`src/rtl/uart_pkg.sv`:
```
// rtl/uart_pkg.sv - shared UART state encodings, parity modes and frame-format helpers
package uart_pkg;

   typedef enum logic [2:0] {
      S_IDLE   = 3'd0,
      S_START  = 3'd1,
      S_DATA   = 3'd2,
      S_PARITY = 3'd3,
      S_STOP   = 3'd4
   } uart_state_t;

   localparam logic [1:0] PAR_NONE = 2'b00;
   localparam logic [1:0] PAR_EVEN = 2'b01;
   localparam logic [1:0] PAR_ODD  = 2'b10;
   localparam logic [1:0] PAR_MARK = 2'b11;

   localparam logic [3:0] DATA_BITS_MIN = 4'd5;
   localparam logic [3:0] DATA_BITS_MAX = 4'd9;

   function automatic logic [3:0] clamp_data_bits(input logic [3:0] n);
      if (n < DATA_BITS_MIN) return DATA_BITS_MIN;
      if (n > DATA_BITS_MAX) return DATA_BITS_MAX;
      return n;
   endfunction

   // Keeps only the low n bits of a 9-bit word; n must already be clamped.
   function automatic logic [8:0] data_mask(input logic [3:0] n);
      return 9'h1FF >> (DATA_BITS_MAX - n);
   endfunction

endpackage

```
`src/rtl/uart_sync_fifo.sv`:
```
// rtl/uart_sync_fifo.sv - synchronous FIFO with occupancy level, shared by the UART TX and RX engines
module uart_sync_fifo #(
   parameter int WIDTH = 9,
   parameter int DEPTH = 4
) (
   input  logic                     i_Clock,
   input  logic                     rst_n,
   input  logic                     push,
   input  logic [WIDTH-1:0]         wr_data,
   input  logic                     pop,
   output logic [WIDTH-1:0]         rd_data,
   output logic                     full,
   output logic                     empty,
   output logic [$clog2(DEPTH):0]   level
);

   localparam int PTR_W = $clog2(DEPTH);
   localparam int LVL_W = PTR_W + 1;

   logic [WIDTH-1:0] mem [DEPTH];
   logic [PTR_W-1:0] wr_ptr;
   logic [PTR_W-1:0] rd_ptr;
   logic             do_push;
   logic             do_pop;

   assign full    = (level == LVL_W'(DEPTH));
   assign empty   = (level == '0);
   assign do_push = push && !full;
   assign do_pop  = pop && !empty;
   assign rd_data = mem[rd_ptr];

   // Storage is deliberately unreset; only the pointers define validity.
   always_ff @(posedge i_Clock) begin
      if (do_push) mem[wr_ptr] <= wr_data;
   end

   always_ff @(posedge i_Clock or negedge rst_n) begin
      if (!rst_n) begin
         wr_ptr <= '0;
         rd_ptr <= '0;
         level  <= '0;
      end else begin
         if (do_push) wr_ptr <= wr_ptr + 1'b1;
         if (do_pop)  rd_ptr <= rd_ptr + 1'b1;
         case ({do_push, do_pop})
            2'b10:   level <= level + 1'b1;
            2'b01:   level <= level - 1'b1;
            default: level <= level;
         endcase
      end
   end

endmodule

```
`src/rtl/uart_tx_cfg.sv`:
```
// rtl/uart_tx_cfg.sv - buffered UART transmitter with runtime frame format and divisor shadow
module uart_tx_cfg
   import uart_pkg::*;
#(
   parameter int FIFO_DEPTH = 4,
   parameter int DIV_W      = 32
) (
   input  logic                          i_Clock,
   input  logic                          rst_n,
   input  logic [DIV_W-1:0]              CLKS_PER_BIT,
   input  logic                          ld_CLKS_PER_BIT,
   input  logic [3:0]                    i_Cfg_Data_Bits,
   input  logic [1:0]                    i_Cfg_Parity,
   input  logic                          i_Cfg_Stop2,
   input  logic                          i_Tx_Valid,
   input  logic [8:0]                    i_Tx_Data,
   output logic                          o_Tx_Ready,
   output logic                          o_Tx_Serial,
   output logic                          o_Tx_Active,
   output logic                          o_Tx_Done,
   output logic [$clog2(FIFO_DEPTH):0]   o_Fifo_Level
);

   uart_state_t      state, state_nxt;
   logic [DIV_W-1:0] div_shadow, div_lat, tick, tick_nxt;
   logic [3:0]       idx, idx_nxt, nbits_lat, nbits_cfg;
   logic [1:0]       par_lat;
   logic             stop2_lat;
   logic [8:0]       data_lat, fifo_data;
   logic             fifo_pop, fifo_full, fifo_empty;
   logic             bit_end, last_data, last_stop;
   logic             par_bit, line_nxt, done_nxt;

   assign o_Tx_Ready  = !fifo_full;
   assign o_Tx_Active = (state != S_IDLE);
   assign nbits_cfg   = clamp_data_bits(i_Cfg_Data_Bits);
   assign bit_end     = (tick == div_lat - DIV_W'(1));
   assign last_data   = (idx == nbits_lat - 4'd1);
   assign last_stop   = (idx == {3'b000, stop2_lat});

   uart_sync_fifo #(.WIDTH(9), .DEPTH(FIFO_DEPTH)) u_fifo (
      .i_Clock (i_Clock),
      .rst_n   (rst_n),
      .push    (i_Tx_Valid),
      .wr_data (i_Tx_Data),
      .pop     (fifo_pop),
      .rd_data (fifo_data),
      .full    (fifo_full),
      .empty   (fifo_empty),
      .level   (o_Fifo_Level)
   );

   always_ff @(posedge i_Clock or negedge rst_n) begin
      if (!rst_n) div_shadow <= '0;
      else if (ld_CLKS_PER_BIT) div_shadow <= CLKS_PER_BIT;
   end

   always_ff @(posedge i_Clock or negedge rst_n) begin
      if (!rst_n) begin
         state       <= S_IDLE;
         tick        <= '0;
         idx         <= '0;
         o_Tx_Serial <= 1'b1;
         o_Tx_Done   <= 1'b0;
         div_lat     <= DIV_W'(1);
         nbits_lat   <= DATA_BITS_MIN;
         par_lat     <= PAR_NONE;
         stop2_lat   <= 1'b0;
         data_lat    <= '0;
      end else begin
         state       <= state_nxt;
         tick        <= tick_nxt;
         idx         <= idx_nxt;
         o_Tx_Serial <= line_nxt;
         o_Tx_Done   <= done_nxt;
         // Whole frame format is frozen at pop so register writes mid-frame cannot tear it.
         if (fifo_pop) begin
            data_lat  <= fifo_data & data_mask(nbits_cfg);
            nbits_lat <= nbits_cfg;
            par_lat   <= i_Cfg_Parity;
            stop2_lat <= i_Cfg_Stop2;
            div_lat   <= (div_shadow == '0) ? DIV_W'(1) : div_shadow;
         end
      end
   end

   always_comb begin
      state_nxt = state;
      tick_nxt  = tick + DIV_W'(1);
      idx_nxt   = idx;
      fifo_pop  = 1'b0;
      done_nxt  = 1'b0;
      if (state != S_IDLE && bit_end) tick_nxt = '0;
      case (state)
         S_IDLE: begin
            tick_nxt = '0;
            idx_nxt  = '0;
            if (!fifo_empty) begin
               fifo_pop  = 1'b1;
               state_nxt = S_START;
            end
         end
         S_START: if (bit_end) state_nxt = S_DATA;
         S_DATA: if (bit_end) begin
            if (last_data) begin
               idx_nxt   = '0;
               state_nxt = (par_lat == PAR_NONE) ? S_STOP : S_PARITY;
            end else begin
               idx_nxt = idx + 4'd1;
            end
         end
         S_PARITY: if (bit_end) state_nxt = S_STOP;
         S_STOP: if (bit_end) begin
            if (last_stop) begin
               idx_nxt   = '0;
               state_nxt = S_IDLE;
               done_nxt  = 1'b1;
            end else begin
               idx_nxt = idx + 4'd1;
            end
         end
         default: state_nxt = S_IDLE;
      endcase
   end

   // Line value is computed for the upcoming state so the registered pin lines up with it.
   always_comb begin
      par_bit = 1'b1;
      case (par_lat)
         PAR_EVEN: par_bit = ^data_lat;
         PAR_ODD:  par_bit = ~^data_lat;
         default:  par_bit = 1'b1;
      endcase
      line_nxt = 1'b1;
      case (state_nxt)
         S_START:  line_nxt = 1'b0;
         S_DATA:   line_nxt = data_lat[idx_nxt];
         S_PARITY: line_nxt = par_bit;
         default:  line_nxt = 1'b1;
      endcase
   end

endmodule

```
`config.mk`:
```
export PLATFORM = sky130hd
export DESIGN_NAME = uart_tx_cfg
export DESIGN_NICKNAME = d
export VERILOG_FILES = /design/src/rtl/uart_pkg.sv /design/src/rtl/uart_sync_fifo.sv /design/src/rtl/uart_tx_cfg.sv
export SDC_FILE = /design/constraint.sdc
export NUM_CORES = 1
export LEC_CHECK = 0
export ABC_AREA = 1
export CAP_MARGIN = 25
export CELL_PAD_IN_SITES_DETAIL_PLACEMENT = 1
export CELL_PAD_IN_SITES_GLOBAL_PLACEMENT = 1
export CORE_MARGIN = 2
export CORE_UTILIZATION = 39
export DETAILED_ROUTE_END_ITERATION = 16
export PLACE_DENSITY_LB_ADDON = 0.1
export SYNTH_ARGS = -nofsm -noshare
export SYNTH_HDL_FRONTEND = slang
export SYNTH_HIERARCHICAL = 1
export SYNTH_SLANG_ARGS = --single-unit
```
`constraint.sdc`:
```
create_clock -name i_Clock -period 2.7 [get_ports i_Clock]
set_clock_uncertainty 0.05 [all_clocks]
set_input_delay 0.54 -clock i_Clock [delete_from_list [all_inputs] [get_ports i_Clock]]
set_output_delay 0.54 -clock i_Clock [all_outputs]
set_load 0.01 [all_outputs]
```
# Yosys cells after proc, flatten, opt, wreduce, memory -nomap -nowiden
# Memory sizes are Yosys's and may differ from the RTL's.
# Cells that the tools add are included.
[classes]
magnitude_cmp = 3
n_eq_ne = 15
shifts = 1
n_bitwise = 1
n_mux = 36
addsub = 9
reduce_logical = 13
[op_table]
columns = ["cell", "count"]
rows = [
  ["32-bit 2-to-1 mux", 3],
  ["32-bit by 1-bit adder with 32-bit output (second input constant)", 1],
  ["32-bit equality test", 1],
  ["32-bit zero test", 1],
  ["4-bit 2-to-1 mux", 8],
  ["32-bit by 1-bit subtractor with 32-bit output (second input constant)", 1],
  ["3-bit 2-to-1 mux", 8],
  ["3-bit one-hot mux with 5 select lines", 1],
  ["3-bit by 2-bit equality test with 1-bit output (second input constant)", 4],
  ["4-bit one-hot mux with 3 select lines", 1],
  ["1-bit 2-to-1 mux", 11],
  ["9-bit bitwise AND", 1],
  ["9-bit XNOR reduction", 1],
  ["9-bit parity", 1],
  ["9-bit by 4-bit right shift with 9-bit output (first input constant)", 1],
  ["3-bit by 1-bit equality test with 1-bit output (second input constant)", 2],
  ["3-bit equality test (second input constant)", 2],
  ["3-bit zero test", 2],
  ["3-bit one-hot mux with 2 select lines", 1],
  ["4-bit by 5-bit < comparator with 1-bit output (second input constant)", 1],
  ["2-bit by 1-bit adder with 2-bit output (second input constant)", 2],
  ["4-bit by 1-bit adder with 4-bit output (second input constant)", 1],
  ["1-bit binary-select mux with 4-bit select", 1],
  ["2-bit by 1-bit equality test with 1-bit output (second input constant)", 2],
  ["other kinds (16)", 20],
]
[word_totals]
n_memories = 1
mem_bits_rw = 36
reg_bits = 128
elab_cells = 93
[mem_list]
columns = ["name", "words", "width", "rd", "rd_ports_with_merged_regs", "write_ports", "line_no", "text"]
rows = [
  ["u_fifo.mem", 4, 9, 1, 0, 1, "uart_sync_fifo.sv:20", "logic [WIDTH-1:0] mem [DEPTH];"],
]

# Longest topological paths before layout
# Gate-level depths: netlist of run 1.
[logic_depth]
word_depth = 8
depth_mapped = 27
depth_no_buf = 27

# By module
# Netlist of run 1, hierarchy kept.
[modules_own_cells]
columns = ["mod", "n_inst", "area_each_um2", "cells_per_inst", "seq_area_each_um2"]
rows = [
  ["uart_tx_cfg", 1, 7661.1, 1028, 3032.9],
  ["uart_sync_fifo", 1, 1995.7, 166, 1256.2],
]

# Worst setup path before layout of run 1
# OpenSTA, ideal clock, no wires.
[synth_timing]
path_kind = "flip-flop to flip-flop"
from = "register state[1]"
to = "register u_fifo.level[2]"
setup_slack_ps = -34
stages_incl_launch_ff = 17
t_arrival_ps = 2567
path_buffers = 2
path_cell_list = "dfrtp_1 -> nor2_1 -> inv_1 -> nor2_1 -> inv_1 -> nor2_1 -> clkbuf_1 -> clkbuf_1 -> nand2_1 -> inv_1 -> ha_1 -> inv_1 -> fa_1 -> nand2_1 -> nand3_1 -> nand2_1 -> nand2_1"
[synth_between]
elab_chain_len = 5
elab_cells_between_ends = 7
cone_classes = "eq/ne (2); mux (2); reduce/logical (3)"
[synth_rtl]
columns = ["element", "line_no", "text"]
rows = [
  ["start: declaration", "uart_tx_cfg.sv:24", "uart_state_t state, state_nxt;"],
  ["start signal: assignment", "uart_tx_cfg.sv:71", "state <= state_nxt;"],
  ["3-bit zero test (*)", "uart_tx_cfg.sv:94", "case (state)"],
  ["1-bit 2-to-1 mux (*)", "uart_tx_cfg.sv:94", ""],
  ["named net fifo_pop", "uart_tx_cfg.sv:30", "logic fifo_pop, fifo_full, fifo_empty;"],
  ["1-bit logical AND (*)", "uart_sync_fifo.sv:29", "assign do_pop = pop && !empty;"],
  ["named net u_fifo.do_pop", "uart_sync_fifo.sv:24", "logic do_pop;"],
  ["2-bit by 1-bit equality test with 1-bit output or 2-bit equality test (tied branches)", "uart_sync_fifo.sv:45", "case ({do_push, do_pop})"],
  ["3-bit one-hot mux with 2 select lines or 2-bit nonzero test (tied branches)", "--", ""],
  ["end signal: assignment", "uart_sync_fifo.sv:46", "2'b10: level <= level + 1'b1;"],
  ["end signal: assignment", "uart_sync_fifo.sv:47", "2'b01: level <= level - 1'b1;"],
  ["end signal: assignment", "uart_sync_fifo.sv:48", "default: level <= level;"],
  ["end: declaration", "uart_sync_fifo.sv:14", "output logic [$clog2(DEPTH):0] level"],
]
# Mark *: on every way through the listed nets, which the timed path passes. The rest lies on a longest branch.
# A chain may end at the register's enable or synchronous reset.

# Final worst setup path of run 1
[layout_timing]
from = "register div_lat[0]"
to = "register o_Tx_Serial"
[layout_between]
elab_chain_len = 7
elab_cells_between_ends = 16
cone_classes = "add/sub (1); eq/ne (4); mux (11)"
[layout_rtl]
columns = ["element", "line_no", "text"]
rows = [
  ["start: declaration", "uart_tx_cfg.sv:25", "logic [DIV_W-1:0] div_shadow, div_lat, tick, tick_nxt;"],
  ["start signal: assignment", "uart_tx_cfg.sv:82", "div_lat <= (div_shadow == '0) ? DIV_W'(1) : div_shadow;"],
  ["32-bit by 1-bit subtractor with 32-bit output (*)", "uart_tx_cfg.sv:37", "assign bit_end = (tick == div_lat - DIV_W'(1));"],
  ["32-bit equality test (*)", "uart_tx_cfg.sv:37", ""],
  ["4-bit 2-to-1 mux, on equally long branches", "uart_tx_cfg.sv:113, uart_tx_cfg.sv:104", ""],
  ["4-bit one-hot mux with 3 select lines", "uart_tx_cfg.sv:94", ""],
  ["1-bit binary-select mux with 4-bit select", "uart_tx_cfg.sv:137", "S_DATA: line_nxt = data_lat[idx_nxt];"],
  ["1-bit 2-to-1 mux (not written as such)", "uart_tx_cfg.sv:137", ""],
  ["1-bit one-hot mux with 3 select lines (*)", "uart_tx_cfg.sv:135", "case (state_nxt)"],
  ["named net line_nxt", "uart_tx_cfg.sv:32", "logic par_bit, line_nxt, done_nxt;"],
  ["end signal: assignment", "uart_tx_cfg.sv:74", "o_Tx_Serial <= line_nxt;"],
  ["end: declaration", "uart_tx_cfg.sv:18", "output logic o_Tx_Serial,"],
]
# Mark *: on every way through the listed nets, which the timed path passes. The rest lies on a longest branch. The select of a mux whose other input is x is not followed.

==> run summary, run 1 <==
Max Cap Viol: 0
Vias: 8561
Critical path's slowest cell: dfstp_2
Post-synth EDFFs: 36
Iter 0 DRT Violations: 333
Most frequent cells in the layout: 271 x nand2_1, 175 x inv_1, 139 x buf_4, 116 x dfrtp_1, 68 x nor2_1
Synth Register Bits: 164
Most common cell after layout, fill and taps aside: nand2_1
Post-route design area: 13100 µm²
Final period utilization: 111%
Maximum root-to-sink buffer count: 2
Post-Place Setup Slack: -334 ps
Clock slew at reported path FFs: 80 ps
Clk sinks: 164
Die Span X: 161 µm
Detailed Place HPWL: 21.1 mm
Largest net degree at the start of global routing: 58
CP max FO: 6
Initial Utilization: 39.7%
CTS Buf Count: 17
CTS tree: done
Placeable Area: 24300 µm²
Worst slew margin: 51.9%
Period minus WS final: 3000 ps
Clk_lat worst skew: 430 ps
Post-DR wirelength/cell: 16.9 µm
Setup TNS Final: -7850 ps
Routed length on met3: 789 µm
Final core utilization: 53.9%
Final hold viol count: 0
Vias in the first global route: 9144
Chip Height: 161 µm
Met2 wire length: 13.6 mm
DIE AREA: 26000 µm²
Total Power: 12.8 mW
Fin. max-slew vios: 0
First-pass GRT wire length: 47.9 mm
Syn avg cell area: 8.09 µm²
DR DRC count: 0
Filler cell count: 2845
Seq/Total Area, Yosys: 44.4%
RD Place Congestion: 0.829
Placement Cell Area: 11400 µm²
Number of top-level pins: 59
Initial antenna violation count: 0
Required time worst endpoint: 3010 ps
Pleak: 6.31 nW
Detailed-route vias per instance: 4.92
Cell mode on critical path: nand2_1
Max Fclk: 0.333 GHz
Synthesis Warnings: 6
Final WS setup: -300 ps
Synth cell types: 54
WL met1: 14.7 mm
Failing checks: setup timing
Fin cells: 1741
Endpoints failing setup: 35
Hold Slack: 41.1 ps
Share of layout cells above drive strength 1: 30.3%
Tightest Hold Check Type: input port to async pin
Cell area after synthesis: 9660 µm²
Area grow syn2layout: 35.8%
Cells after Synth: 1194
Std-Cell Rows: 57
Inst Count DP: 1671
Status: complete, but fails checks
Type of origin of the critical path: flip-flop
Antenna-violating nets left: 0
Crit. End Element: flip-flop
GR Util All Layers: 23.4%
DRT Wirelength: 29.5 mm
Clock root buffer: clkbuf_16
Power per cell area: 975 nW/µm²
Fraction of registers with async set/reset: 78.0%
Top FF cell, synth: dfrtp_1
# H-tree levels: 4
First drt pass iteration count: 5
Slew @ Worst Pin: 717 ps
Max layer used: met4
Nets@finish: 1472
Crit-path max cell delay: 550 ps
Input/output buffers: 58
VDD IR max: 0.512 mV
WS Path Type: flip-flop to flip-flop
RSZ-0062 raised after global routing: true
# diodes: 0
Total congestion overflow: 0
Synthesized Nets: 1262
WP data arrival: 3310 ps
-- cells in the mapped netlist, types with 15 or more instances --
cell type / instances / area, µm²
edfxtp_1: 36 / 1080
nor2_1: 103 / 387
inv_1: 185 / 694
nand4_1: 27 / 169
xnor2_1: 28 / 245
ha_1: 15 / 188
nand3_1: 68 / 340
o211ai_2: 18 / 225
nand2_1: 304 / 1140
dfrtp_1: 124 / 3100
o21ai_0: 68 / 340
mux2_2: 19 / 214
xor2_1: 29 / 254
nor3_1: 15 / 75.1
clkbuf_1: 15 / 56.3
-- layout make-up --
type,count,area (µm²),area share (%)
Multi-Input combinational cell,807,5080,38.7
Sequential cell,164,4300,32.8
Timing Repair Buffer,216,1910,14.6
Inverter,196,756,5.76
Clock buffer,17,425,3.24
Tap cell,324,405,3.09
Clock inverter,15,205,1.57
Timing Repair inverter,2,27.5,0.210
-- worst max-delay path: cells and delay by family, from the launching register on --
family                     cells  cell delay, ps
DFF                            1             550
and+or+nand+nor               22            1990
adders and majority gates      1             260
buffers and inverters          2              80
-- where the power goes --
group	internal [mW]	total (mW)	leakage, nW	switching [mW]
Sequential	3.17	3.75	1.95	0.583
Clock	1.35	2.61	0.299	1.25
Combinational	2.67	6.42	4.07	3.75
-- cell families after synthesis --
family,after synthesis,share of synthesized area [%]
simple gates,596,28.7
compound gates,119,8.12
xor+xnor,57,5.17
flops,164,44.4
buf+inv,223,9.20
mux,19,2.22
fa+ha+maj,16,2.15
-- final timing paths --
path / startpoint / to / slack, ps / depth (start not counted)
max: div_lat[0] / o_Tx_Serial / -300 / 25
max reg2reg: div_lat[0] / o_Tx_Serial / -300 / 25
min in group i_Clock: div_shadow[7] / div_lat[7] / 470 / 2
min: rst_n / tick[2] / 40 / 1
max in group asynchronous: rst_n / tick[24] / 1820 / 2
min reg2reg: div_shadow[7] / div_lat[7] / 470 / 2
-- flip-flops by register name, indices dropped and copies added, names as in the netlist --
signal         count
u_fifo/mem        36
div_lat           32
div_shadow        32
tick              32
data_lat           9
idx                4
nbits_lat          4
state              3
u_fifo/level       3
par_lat            2
u_fifo/rd_ptr      2
u_fifo/wr_ptr      2
o_Tx_Done          1
o_Tx_Serial        1
stop2_lat          1
-- metal layers --
layer | global-route usage (%) | vias to the layer above
met5 | 0 | -
met4 | 5.52 | 0
met3 | 3.36 | 29
met2 | 37.5 | 138
met1 | 33.6 | 4147
li1 | - | 4247
-- what timing repair did --
| action | in CTS | in global routing |
|---|---|---|
| gates cloned | 3 | 0 |
| pin swaps | 20 | 30 |
| buffers inserted | 23 | 14 |
| endpoints found under the setup margin | 35 | 41 |
| resized for setup | 89 | 114 |
| hold buffers | 0 | 0 |
Note: power is estimated with default switching activity, not from simulation.
==> run 2, diff against run 1 <==
Settings changed: GPL_ROUTABILITY_DRIVEN set to 0.
==> results of run 2 <==
No change in the layout: final DEF, timing and power equal those of run 1.
